### config.mk
export PLATFORM = sky130hd
export DESIGN_NAME = mer_measure_ctrl
export DESIGN_NICKNAME = d
export VERILOG_FILES = /design/src/rtl/mer_measure_ctrl.sv
export SDC_FILE = /design/constraint.sdc
export NUM_CORES = 1
export LEC_CHECK = 0
export ABC_AREA = 0
export CORE_ASPECT_RATIO = 0.75
export CORE_UTILIZATION = 61
export DETAILED_ROUTE_END_ITERATION = 8
export PLACE_DENSITY = 0.87
export SKIP_LAST_GASP = 1
export SLEW_MARGIN = 0
export SYNTH_ARGS = -nofsm -noshare
export SYNTH_HDL_FRONTEND = slang
export SYNTH_SLANG_ARGS = --single-unit
export TNS_END_PERCENT = 100
### constraint.sdc
create_clock -name clk -period 4.5 [get_ports clk]
set_input_delay 0.9 -clock clk [delete_from_list [all_inputs] [get_ports clk]]
set_output_delay 0.9 -clock clk [all_outputs]
set_load 0.01 [all_outputs]
### src/rtl/mer_measure_ctrl.sv
// mer_measure_ctrl: window-based MER measurement sequencer.
// Sums per-symbol reference power and squared error over 2^LOG2_WINDOW symbols.
// It then presents the window averages to the MER lookup table, waits for the
// table's index pipeline to settle, and pulses the table enable once.
// The table result is captured and published with a one-cycle valid strobe.
//
// state   | meaning
// --------+-----------------------------------------------------------------
// IDLE    | LUT held in reset, accumulators clear, waiting for start/continuous
// ACCUM   | summing samples on clk_en until the window is full
// LOAD    | window averages driven to the LUT inputs, accumulators cleared
// WAIT    | LUT inputs held while its index pipeline settles
// FIRE    | single-cycle LUT enable
// CAPTURE | LUT result latched into mer, valid strobe, restart or go idle

module mer_measure_ctrl #(
  parameter int LOG2_WINDOW = 10,
  parameter int LUT_LATENCY = 3
) (
  input  logic               clk,
  input  logic               reset,
  input  logic               clk_en,
  input  logic               start,
  input  logic               continuous,
  input  logic signed [17:0] mapper_sq,
  input  logic signed [17:0] error_sq,
  output logic signed [17:0] lut_mapper_power,
  output logic signed [17:0] lut_error_power,
  output logic               lut_clk_en,
  output logic               lut_reset,
  input  logic signed [6:0]  lut_mer,
  output logic signed [6:0]  mer,
  output logic               mer_valid,
  output logic               mer_error,
  output logic               busy
);

  localparam int AW = 18 + LOG2_WINDOW;
  // The latency down-counter starts at LUT_LATENCY-1 and fires on terminal count 0.
  localparam int LW = (LUT_LATENCY > 1) ? $clog2(LUT_LATENCY) : 1;
  localparam logic [LW-1:0]          LAT_LOAD = LW'(LUT_LATENCY - 1);
  localparam logic [LW-1:0]          LAT_ONE  = 1;
  localparam logic [LOG2_WINDOW-1:0] CNT_LAST = '1;
  localparam logic [LOG2_WINDOW-1:0] CNT_ONE  = 1;

  typedef enum logic [2:0] {
    S_IDLE,
    S_ACCUM,
    S_LOAD,
    S_WAIT,
    S_FIRE,
    S_CAPTURE
  } state_t;

  state_t                   state;
  logic signed [AW-1:0]     acc_m;
  logic signed [AW-1:0]     acc_e;
  logic [LOG2_WINDOW-1:0]   sample_cnt;
  logic [LW-1:0]            lat_cnt;
  logic signed [AW-1:0]     ext_m;
  logic signed [AW-1:0]     ext_e;

  // Sign-extend the incoming samples to accumulator width.
  always_comb begin
    ext_m = {{LOG2_WINDOW{mapper_sq[17]}}, mapper_sq};
    ext_e = {{LOG2_WINDOW{error_sq[17]}}, error_sq};
  end

  // Measurement sequencer with registered LUT and result outputs.
  always_ff @(posedge clk or negedge reset) begin
    if (!reset) begin
      state            <= S_IDLE;
      acc_m            <= '0;
      acc_e            <= '0;
      sample_cnt       <= '0;
      lat_cnt          <= '0;
      lut_mapper_power <= '0;
      lut_error_power  <= '0;
      lut_clk_en       <= 1'b0;
      lut_reset        <= 1'b1;
      mer              <= '0;
      mer_valid        <= 1'b0;
      mer_error        <= 1'b0;
      busy             <= 1'b0;
    end else begin
      lut_clk_en <= 1'b0;
      mer_valid  <= 1'b0;
      case (state)
        S_IDLE: begin
          acc_m      <= '0;
          acc_e      <= '0;
          sample_cnt <= '0;
          if (start || continuous) begin
            state     <= S_ACCUM;
            busy      <= 1'b1;
            lut_reset <= 1'b0;
          end
        end
        S_ACCUM: begin
          if (clk_en) begin
            acc_m      <= acc_m + ext_m;
            acc_e      <= acc_e + ext_e;
            sample_cnt <= sample_cnt + CNT_ONE;
            if (sample_cnt == CNT_LAST) state <= S_LOAD;
          end
        end
        S_LOAD: begin
          // Upper 18 bits of the sum are the arithmetic-shifted, truncated average.
          lut_mapper_power <= acc_m[AW-1:LOG2_WINDOW];
          lut_error_power  <= acc_e[AW-1:LOG2_WINDOW];
          acc_m            <= '0;
          acc_e            <= '0;
          sample_cnt       <= '0;
          lat_cnt          <= LAT_LOAD;
          state            <= S_WAIT;
        end
        S_WAIT: begin
          if (lat_cnt == '0) begin
            state      <= S_FIRE;
            lut_clk_en <= 1'b1;
          end else begin
            lat_cnt <= lat_cnt - LAT_ONE;
          end
        end
        S_FIRE: begin
          state <= S_CAPTURE;
        end
        S_CAPTURE: begin
          mer       <= lut_mer;
          mer_error <= (lut_mer == -7'sd1);
          mer_valid <= 1'b1;
          if (continuous) begin
            state <= S_ACCUM;
          end else begin
            state     <= S_IDLE;
            busy      <= 1'b0;
            lut_reset <= 1'b1;
          end
        end
        default: begin
          state     <= S_IDLE;
          busy      <= 1'b0;
          lut_reset <= 1'b1;
        end
      endcase
    end
  end

endmodule

==> metrics <==
Post-CTS Hold Fix Bufs=0; max-slew violations=0; Antenna diodes=0; Starting Density=63.8%; most frequent cells in the layout=dfrtp_1 (118), clkdlybuf4s50_1 (94), o21ai_0 (72); DIE WIDTH=around 130 um; register area share after synthesis=between 30 and 40%; Hold Path Origin=mer_error; final setup vio count=0; Clock Skews=0.0108 ns; ys async rst share=100%; Syn Std Cell Area=7520 um2; initial antenna violation count=0; Clock transition at path regs=0.05 ns; Die Y-Extent=98.2 um; pre-CTS setup slack=0.390 ns; vias in the first global route=6559; CP Launch Type=input port; final period utilization=83.0%; Reg-to-Reg End=acc_m[22]; worst endpoint data arrival time=3.98 ns; layout cells sized above 1=11.3%; critical path type=input port to flip-flop; Worst R2R Start=acc_m[0]; FF+latch count, synth=roughly 120; CTS sink count=119; GRT Total Usage=30.9%; largest net degree at the start of global routing=80; Achievable Freq=0.268 GHz; maximum clock insertion buffer count=2; post-synthesis compound-gate area fraction=19.0%; fill count=between 700 and 800; Placer Congestion=0.914; cell count of the worst hold path=2; setup_tns=0 ns; post-CTS setup repair buffer count=0; PortBufs=95; Pleak=4.24 nW; RSZ-0062 raised after global routing=no; via count=6601; commonest non-fill, non-tap cell in the layout=dfrtp_1; Syn. warnings=0; core area=between 10000 and 15000 um2; adder-cell share of the synthesized area=9.85%; number of synthesized flops with an enable pin=0; Reg area=2980 um2; Worst-Margin Slew=around 1.1 ns; final wirelength=18.8 mm; Core Rows=34; # resized after CTS=0; Max-Cap Viols=0; Required @ worst endpoint=4.75 ns; Via density=between 6 and 7; Reg2Reg Depth=10; Die ar.=12800 um2; Slew headroom=between 20% and 30%; class of the worst hold path=flip-flop to flip-flop; Synth Area in Simple Gates=between 15 and 20%; worst-skew pair later-pin latency=0.42 ns; first-pass GRT wire length=between 30 and 40 mm; final hold vios=0; DRT Pass-1 Iters=5; VDD IR max=0.396 mV; Post-route DRC=0; r2r setup slk=1.33 ns; TritonCTS clock tree=yes; multiplexer share of the synthesized area=between 7 and 8%; PD cells=between 600 and 700 nW/um2; Hold EP=mer_error; number of DRC markers in iteration 0=594; type of destination of the critical path=flip-flop; routed length per instance=17.8 um; grt ovf=0; main combinational cell family by area after synthesis=compound AO/OA/AOI/OAI gates; DP HPWL=12.7 mm; multi-input logic area=4350 um2; Yosys cell types=62; Most used DFF post-synth=dfrtp_1; root buf cell=clkbuf_16; syn_area_per_cell=9.47 um2; H-tree levels=4; final setup margin=0.766 ns; post-synthesis xor/xnor area fraction=5.59%; Antenna Nets Post-Route=0; Top-Level Pins=96; outcome=completed; Final min period=3.73 ns; number of buffers created by CTS=17; Cells after Synth=approximately 790; Syn-to-layout area delta=23.0%; Nets=988; worst-path fanout max=3; syn_nets=900
==> routing by layer <==
| layer | GRT usage [%] | part of all wire, % |
|---|---|---|
| met1 | 40.2 | 44 |
| met2 | 51.2 | 48 |
| met3 | 5.75 | 5.6 |
| met4 | 11.7 | 2.1 |
| met5 | 0 | 0 |
==> Yosys cell counts, drive strengths merged, types with 7 or more instances <==
cell type,count,area share [%]
mux2,44,6.6
ha,56,9.3
nand4,13,1.1
a21o,30,3.0
a21oi,61,4.1
xnor2,23,2.7
nand2b,8,0.67
and3,15,1.3
a211oi,7,0.70
a31oi,10,0.83
nor3,14,0.93
inv,16,0.80
dfrtp,118,39
o21bai,11,1.1
buf,8,0.43
nand2,50,2.5
o21ai,73,4.9
clkbuf,26,1.3
nor2,42,2.1
xor2,25,2.9
nand3,64,4.3
nor2b,7,0.58
==> worst max-delay path by stage <==
stage                             from         to  slack, ns  cells past startpoint
final                      error_sq[0]  acc_e[22]       0.77                     11
after global routing       error_sq[0]  acc_e[22]       0.62                     11
after CTS                 mapper_sq[0]  acc_m[22]       0.82                     11
after detailed placement  mapper_sq[0]  acc_m[22]       0.39                     11
after global placement    mapper_sq[0]  acc_m[22]       0.58                     11
after floorplan           mapper_sq[0]  acc_m[22]       1.30                     10
==> power breakdown <==
group	leakage, nW	internal [W]	switching (W)
Clock	0.314	0.00102	0.000480
Sequential	1.51	0.00136	0.000244
Combinational	2.42	0.00114	0.00152
==> critical path, stage by stage <==
cell and delay, ns:
clkdlybuf4s50_1 0.44, ha_1 0.26, fa_1 0.41, a21oi_1 0.23
a2bb2oi_1 0.34, a21oi_1 0.14, a311oi_1 0.53, o221a_2 0.34
o21ai_0 0.10, xnor2_1 0.18, o21ai_0 0.12
==> flip-flops by register name (all words and copies together), names as in the netlist <==
signal,cells
acc_e,28
acc_m,28
busy,1
lat_cnt,2
lut_clk_en,1
lut_error_power,18
lut_mapper_power,18
lut_reset,1
mer,7
mer_error,1
mer_valid,1
sample_cnt,10
state,3
==> through the flow <==
stage	instance area, um2	util, %	hold slack, ns	cells	power [W]
2_1_floorplan	7520	-	0.473	794	0.00354
3_3_place_gp	8600	73.0	0.462	1025	0.00398
3_5_place_dp	8600	73.0	0.479	1025	0.00414
4_1_cts	9250	78.5	0.500	1057	0.00571
5_1_grt	9250	78.5	0.517	1057	0.00613
6_report	9250	78.5	0.488	1057	0.00576
==> area by class of cell <==
class / instances / area share, %
flip-flops and latches: 119 / 32.2
clock buffers: 24 / 5.21
clock inverters: 8 / 1.81
well taps: 162 / 2.19
inverters: 16 / 0.649
repair buffers: 103 / 10.9
multi-input cells: 625 / 47.0
==> cell families (layout without fill, tap and decap cells) <==
| logic type | count (synthesis) | in the layout |
|---|---|---|
| xor gates and xnor gates | 48 | 48 |
| buffers and inverters | 50 | 151 |
| AOI/OAI and AO/OA | 231 | 231 |
| DFF | 119 | 119 |
| and+or+nand+nor | 240 | 240 |
| muxes | 48 | 48 |
| adders and majority gates | 58 | 58 |
No activity file was read; power rests on OpenSTA's default activity.
